===== src/rtl/mips_fetch_pkg.sv =====
// Shared types and constants for the MIPS fetch stage.
// Holds the queue entry layout and the PC step.
package mips_fetch_pkg;

    localparam logic [31:0] RESET_PC_DEF = 32'h0000_0000;
    localparam logic [31:0] PC_INCR      = 32'd4;

    typedef struct packed {
        logic [31:0] pc;
        logic [31:0] instr;
    } fetch_entry_t;

endpackage


===== src/rtl/fetch_fifo.sv =====
// Synchronous prefetch queue with flush, push/pop, full/empty and count.
// Head data reads as zero while the queue is empty.
module fetch_fifo
    import mips_fetch_pkg::*;
#(
    parameter int DEPTH = 4
) (
    input  logic                     clk,
    input  logic                     reset,
    input  logic                     flush_i,
    input  logic                     push_i,
    input  logic                     pop_i,
    input  fetch_entry_t             wdata_i,
    output fetch_entry_t             rdata_o,
    output logic                     full_o,
    output logic                     empty_o,
    output logic [$clog2(DEPTH):0]   count_o
);

    localparam int            PW     = $clog2(DEPTH);
    localparam logic [PW:0]   FULL_C = (PW+1)'(DEPTH);
    localparam logic [PW:0]   ONE_C  = (PW+1)'(1);
    localparam logic [PW-1:0] ONE_P  = PW'(1);

    fetch_entry_t  mem_q [DEPTH];
    logic [PW-1:0] wr_q, wr_d;
    logic [PW-1:0] rd_q, rd_d;
    logic [PW:0]   cnt_q, cnt_d;

    always_comb begin
        wr_d  = wr_q;
        rd_d  = rd_q;
        cnt_d = cnt_q;
        if (flush_i) begin
            wr_d  = '0;
            rd_d  = '0;
            cnt_d = '0;
        end else begin
            if (push_i) wr_d = wr_q + ONE_P;
            if (pop_i)  rd_d = rd_q + ONE_P;
            unique case ({push_i, pop_i})
                2'b10:   cnt_d = cnt_q + ONE_C;
                2'b01:   cnt_d = cnt_q - ONE_C;
                default: cnt_d = cnt_q;
            endcase
        end
    end

    always_ff @(posedge clk) begin
        if (reset) begin
            wr_q  <= '0;
            rd_q  <= '0;
            cnt_q <= '0;
        end else begin
            wr_q  <= wr_d;
            rd_q  <= rd_d;
            cnt_q <= cnt_d;
        end
    end

    // Storage needs no reset: the count gates every read.
    always_ff @(posedge clk) begin
        if (push_i && !flush_i) mem_q[wr_q] <= wdata_i;
    end

    assign empty_o = (cnt_q == '0);
    assign full_o  = (cnt_q == FULL_C);
    assign count_o = cnt_q;
    assign rdata_o = empty_o ? '0 : mem_q[rd_q];

endmodule


===== src/rtl/fetch_unit.sv =====
// Instruction fetch stage: PC, imem addressing, prefetch queue control.
// Redirects reload the PC and flush everything already fetched.
module fetch_unit
    import mips_fetch_pkg::*;
#(
    parameter logic [31:0] RESET_PC = RESET_PC_DEF,
    parameter int          QDEPTH   = 4,
    parameter int          AW       = 6
) (
    input  logic          clk,
    input  logic          reset,
    output logic [AW-1:0] imem_a,
    input  logic [31:0]   imem_rd,
    input  logic          redirect,
    input  logic [31:0]   redirect_pc,
    output logic          id_valid,
    input  logic          id_ready,
    output logic [31:0]   id_instr,
    output logic [31:0]   id_pc
);

    logic [31:0]  pc_q, pc_d;
    logic         deq, enq;
    logic         full, empty;
    logic [$clog2(QDEPTH):0] count;
    fetch_entry_t wr_entry, head;
    logic         unused_ok;

    assign deq = id_valid && id_ready;
    assign enq = !redirect && (!full || deq);

    always_comb begin
        pc_d = pc_q;
        if (redirect)  pc_d = {redirect_pc[31:2], 2'b00};
        else if (enq)  pc_d = pc_q + PC_INCR;
    end

    always_ff @(posedge clk) begin
        if (reset) pc_q <= RESET_PC;
        else       pc_q <= pc_d;
    end

    assign wr_entry = '{pc: pc_q, instr: imem_rd};

    // A handshake coincident with redirect is still consumed;
    // the flush wins over pop inside the queue.
    fetch_fifo #(
        .DEPTH (QDEPTH)
    ) u_fifo (
        .clk     (clk),
        .reset   (reset),
        .flush_i (redirect),
        .push_i  (enq),
        .pop_i   (deq),
        .wdata_i (wr_entry),
        .rdata_o (head),
        .full_o  (full),
        .empty_o (empty),
        .count_o (count)
    );

    assign imem_a   = pc_q[AW+1:2];
    assign id_valid = !empty;
    assign id_instr = head.instr;
    assign id_pc    = head.pc;

    assign unused_ok = ^{redirect_pc[1:0], count};

endmodule


===== config.mk =====
export PLATFORM = sky130hd
export DESIGN_NAME = fetch_unit
export DESIGN_NICKNAME = d
export VERILOG_FILES = /design/src/rtl/mips_fetch_pkg.sv /design/src/rtl/fetch_fifo.sv /design/src/rtl/fetch_unit.sv
export SDC_FILE = /design/constraint.sdc
export NUM_CORES = 1
export LEC_CHECK = 0
export CAP_MARGIN = 5
export CORE_UTILIZATION = 45
export DETAILED_ROUTE_END_ITERATION = 8
export PLACE_DENSITY = 0.67
export SLEW_MARGIN = 20
export SYNTH_ARGS = -nofsm -noshare
export SYNTH_HDL_FRONTEND = slang
export SYNTH_SLANG_ARGS = --single-unit

===== constraint.sdc =====
create_clock -name clk -period 4.3 [get_ports clk]
set_clock_uncertainty 0.2 [all_clocks]
set_input_delay 0.645 -clock clk [delete_from_list [all_inputs] [get_ports clk]]
set_output_delay 0.645 -clock clk [all_outputs]
set_load 0.02 [all_outputs]

==> flow_summary.html <==
<table>
<tr><th>Metric</th><th>Value</th></tr>
<tr><th colspan="2">Logic synthesis</th></tr>
<tr><td>Post-synthesis sequential area ratio</td><td>a little over two thirds</td></tr>
<tr><td>Synth warn</td><td>0</td></tr>
<tr><td>Number of synthesized flops with an enable pin</td><td>between 200 and 250</td></tr>
<tr><td>Leading register cell type out of synthesis</td><td>edfxtp_1</td></tr>
<tr><td>Yosys cell types</td><td>55</td></tr>
<tr><td>Synthesized cell area</td><td>about 12000 µm²</td></tr>
<tr><td>Mean Syn Cell Area</td><td>17.1 µm²</td></tr>
<tr><td>Async S/R FF share, synth</td><td>0%</td></tr>
<tr><td>Register bit count reported by yosys</td><td>287</td></tr>
<tr><td>Post-Syn Instances</td><td>around 680</td></tr>
<tr><th colspan="2">Floorplanning</th></tr>
<tr><td>Die height</td><td>163 µm</td></tr>
<tr><td>Width of the chip</td><td>163 µm</td></tr>
<tr><td>Placeable core region</td><td>25300 µm²</td></tr>
<tr><td>Initial Utilization</td><td>between 40% and 50%</td></tr>
<tr><td>IO Count</td><td>139</td></tr>
<tr><td>Area of the die</td><td>between 20000 and 30000 µm²</td></tr>
<tr><td>Row count</td><td>between 50 and 60</td></tr>
<tr><th colspan="2">STA</th></tr>
<tr><td>Shortest clock period the worst path allows after layout</td><td>between 3 and 4 ns</td></tr>
<tr><td>Min Hold Slack</td><td>about 0.33 ns</td></tr>
<tr><td>Setup repair after global routing missed its margin</td><td>false</td></tr>
<tr><td>Slew @ Worst Pin</td><td>between 1 and 1.5 ns</td></tr>
<tr><td>Number of failing setup endpoints in the final timing report</td><td>0</td></tr>
<tr><td>Max-slew violations</td><td>0</td></tr>
<tr><td>Final-layout setup total negative slack</td><td>0 ns</td></tr>
<tr><td>Worst slew margin relative to its limit</td><td>between 30 and 40%</td></tr>
<tr><td>Hold violation total from the final report</td><td>0</td></tr>
<tr><td>Max Clk Rate</td><td>between 200 and 300 MHz</td></tr>
<tr><td>Final critical-path share of the clock period</td><td>84.5%</td></tr>
<tr><th colspan="2">Hold path</th></tr>
<tr><td>Worst Hold Launch</td><td>pc_q[16]</td></tr>
<tr><td>Worst min-delay path endpoint</td><td>u_fifo.mem_q[2][48]</td></tr>
<tr><td>Number of cells traversed by the worst hold path</td><td>0</td></tr>
<tr><td>HP Class</td><td>reg -&gt; reg</td></tr>
<tr><th colspan="2">Critical path</th></tr>
<tr><td>Sort of element at the start of the critical path</td><td>flip-flop</td></tr>
<tr><td>Crit Reg-Reg Startpoint</td><td>pc_q[2]</td></tr>
<tr><td>Reg-to-reg endpoint</td><td>pc_q[22]</td></tr>
<tr><td>Worst path arrival time</td><td>around 2.8 ns</td></tr>
<tr><td>Largest fanout on the critical path</td><td>20</td></tr>
<tr><td>Crit path kind</td><td>reg -&gt; out</td></tr>
<tr><td>Slack of the worst reg-to-reg path</td><td>approximately 1.5 ns</td></tr>
<tr><td>Worst Setup End Kind</td><td>primary output</td></tr>
<tr><td>Worst Reg-to-Reg Cells</td><td>5</td></tr>
<tr><td>Endpoint required time on the critical path</td><td>3.45 ns</td></tr>
<tr><th colspan="2">Finish</th></tr>
<tr><td>Area growth syn-to-layout</td><td>22.2%</td></tr>
<tr><td>Ratio of cells with drive above 1 in the final layout</td><td>between 15 and 20%</td></tr>
<tr><td>Layout filler cell count</td><td>between 1500 and 2000</td></tr>
<tr><td>Post-layout instance area</td><td>14300 µm²</td></tr>
<tr><td>Antenna diode count</td><td>0</td></tr>
<tr><td>Nets@finish</td><td>878</td></tr>
<tr><td>Fin util</td><td>56.3%</td></tr>
<tr><th colspan="2">CTS</th></tr>
<tr><td>Deepest level of the CTS H-tree</td><td>1</td></tr>
<tr><td>Clock Sinks</td><td>287</td></tr>
<tr><td>Post-CTS setup repair buffer count</td><td>0</td></tr>
<tr><td>Quantity of hold-fixing buffers added after cts</td><td>0</td></tr>
<tr><td>Worst-path clk slew</td><td>approximately 0.06 ns</td></tr>
<tr><td>Number of CTS-inserted buffers</td><td>29</td></tr>
<tr><td>Clock network latency to the later pin of the worst-skew pair</td><td>between 0.5 and 0.6 ns</td></tr>
<tr><td>Maximum buffer depth of the clock tree</td><td>3</td></tr>
<tr><td>Clock tree from TritonCTS</td><td>built</td></tr>
<tr><td>Root cell of the clock tree</td><td>clkbuf_16</td></tr>
<tr><td>Resized Gates After CTS</td><td>0</td></tr>
<tr><th colspan="2">Outcome</th></tr>
<tr><td>Outcome</td><td>finished clean</td></tr>
<tr><th colspan="2">Placed design</th></tr>
<tr><td>HPWL after detailed placement</td><td>roughly 14000 µm</td></tr>
<tr><td>Number of port buffers</td><td>134</td></tr>
<tr><td>Placer's final routability congestion estimate</td><td>~0.8</td></tr>
<tr><td>Post-detailed-placement cell area</td><td>~13000 µm²</td></tr>
<tr><th colspan="2">Global routing</th></tr>
<tr><td>First-pass GRT wire length</td><td>37500 µm</td></tr>
<tr><td>Maximum number of pins on one net before global-route repair</td><td>between 60 and 70</td></tr>
<tr><td>Remaining global-route overflow</td><td>0</td></tr>
<tr><td>Total routing resource utilization after global routing</td><td>roughly 19%</td></tr>
<tr><td>Initial antenna violation count</td><td>0</td></tr>
<tr><td>Via count of the first global-routing pass</td><td>~6800</td></tr>
<tr><th colspan="2">Routing</th></tr>
<tr><td>Routed length per placed instance</td><td>between 20 and 25 µm</td></tr>
<tr><td>Number of nets with antenna violations after detailed routing</td><td>0</td></tr>
<tr><td>Number of search-and-repair iterations in the first detailed-routing pass</td><td>4</td></tr>
<tr><td>Routed Wire Length</td><td>23900 µm</td></tr>
<tr><td>Vias</td><td>6508</td></tr>
<tr><td>Vias/cell</td><td>5.63</td></tr>
<tr><td>DRC violation count after routing</td><td>0</td></tr>
<tr><td>Detailed router's first-iteration violation count</td><td>about 640</td></tr>
<tr><th colspan="2">Power and ir drop</th></tr>
<tr><td>Total power after layout</td><td>6.13 mW</td></tr>
<tr><td>Static leakage</td><td>~4.6 nW</td></tr>
<tr><td>Peak supply drop</td><td>between 0.2 and 0.3 mV</td></tr>
<tr><td>Pwr per Cell Area</td><td>roughly 430 nW/µm²</td></tr>
<tr><th colspan="2">Flow run</th></tr>
<tr><td>Reported max-cap violation count</td><td>0</td></tr>
</table>
-- synth_stat cells (2+ instances only) --
library cell	instances	area (µm²)
or3_1	5	31.3
inv_1	13	48.8
clkbuf_1	31	116
o31a_2	3	30.0
a311oi_1	12	105
o21ai_0	5	25.0
or4_1	2	15.0
and3_1	7	43.8
and4_1	10	87.6
a21oi_1	7	35.0
a31o_2	2	17.5
edfxtp_1	248	7450
dfxtp_1	39	781
buf_2	10	50.1
a221o_1	2	20.0
nor4b_1	4	35.0
xor2_1	4	35.0
nor3_1	4	20.0
xnor2_1	7	61.3
or2_2	2	12.5
nand2_1	23	86.3
a221oi_1	3	26.3
nand4_1	8	50.1
nor2_1	35	131
a211oi_1	7	52.6
and2_1	63	394
buf_4	8	60.1
nand3_1	9	45.0
ha_1	5	62.6
nor4_1	10	62.6
mux4_2	62	1400
a2111oi_0	6	52.6
nor2b_1	4	25.0
-- worst max path at each step --
| stage | from | slack [ns] | end | cells past startpoint |
|---|---|---|---|---|
| finish | flip-flop | 0.67 | id_pc[16] | 4 |
| global route | flip-flop | 0.49 | id_instr[7] | 4 |
| CTS | flip-flop | 0.56 | id_pc[16] | 4 |
| detailed placement | id_ready | 0.74 | pc_q[22] | 5 |
| global placement | id_ready | 0.99 | pc_q[22] | 5 |
| floorplan | redirect | 0.82 | u_fifo.mem_q[0][0] | 4 |
-- logic make-up after synthesis --
kind of cell	share of synthesized area [%]
flops	70.5
mux	12.1
compound gates	3.55
fa+ha+maj	0.708
buf+inv	2.42
simple gates	9.88
other cells	0.0321
xor+xnor	0.826
-- flip-flops by register name, summed over array words and instances (netlist names), named ones only --
signal          flops
u_fifo.rd_q         2
u_fifo.count_o      3
u_fifo.mem_q      248
pc_q               30
u_fifo.wr_q         2
-- stage by stage --
stage	worst slack, ns	std cells
floorplan	0.816	683
global placement	0.990	1103
detailed placement	0.742	1103
CTS	0.559	1156
global route	0.489	1156
finish	0.666	1156
-- routing by layer --
layer	share of wire (%)	vias up	track usage (%)
li1	-	2937	-
met4	3.0	0	5.56
met5	0	-	0
met1	45	3315	26.1
met3	4.7	46	2.54
met2	48	210	30.1
-- report_power, final --
part	switching (mW)	internal (mW)
combinational	0.215	0.220
sequential	0.0695	3.13
clock	1.01	1.48
total	1.30	4.84
-- cell type report --
type                    count  area, µm²  share of cell area, %
repair buffers            140       1400                   9.81
clock inverters            18        176                   1.24
multi-input cells         332       3190                   22.4
inverters                  14       52.6                  0.369
well taps                 330        413                   2.90
clock buffers              35        788                   5.53
flip-flops and latches    287       8240                   57.8
-- cell usage in the layout, fill, tap and decap left out, drive strengths merged, types with 6 or more instances in the layout --
cell type,n
clkdlybuf4s50,134
nor2,35
clkinv,11
dfxtp,39
a21oi,7
nand4,9
and2,63
and3,8
xnor2,7
a311oi,12
inv,15
mux4,62
and4,10
a211oi,7
nand3,10
nand2,23
nor4,10
clkbuf,35
edfxtp,248
a2111oi,7
buf,6
-- critical path, stage by stage, from the launching register on --
cell and delay [ns]:
dfxtp_4 0.65, buf_4 0.33, mux4_2 0.56, and2_1 0.17
clkdlybuf4s50_1 0.53
Power figures use the tool's default switching activity.
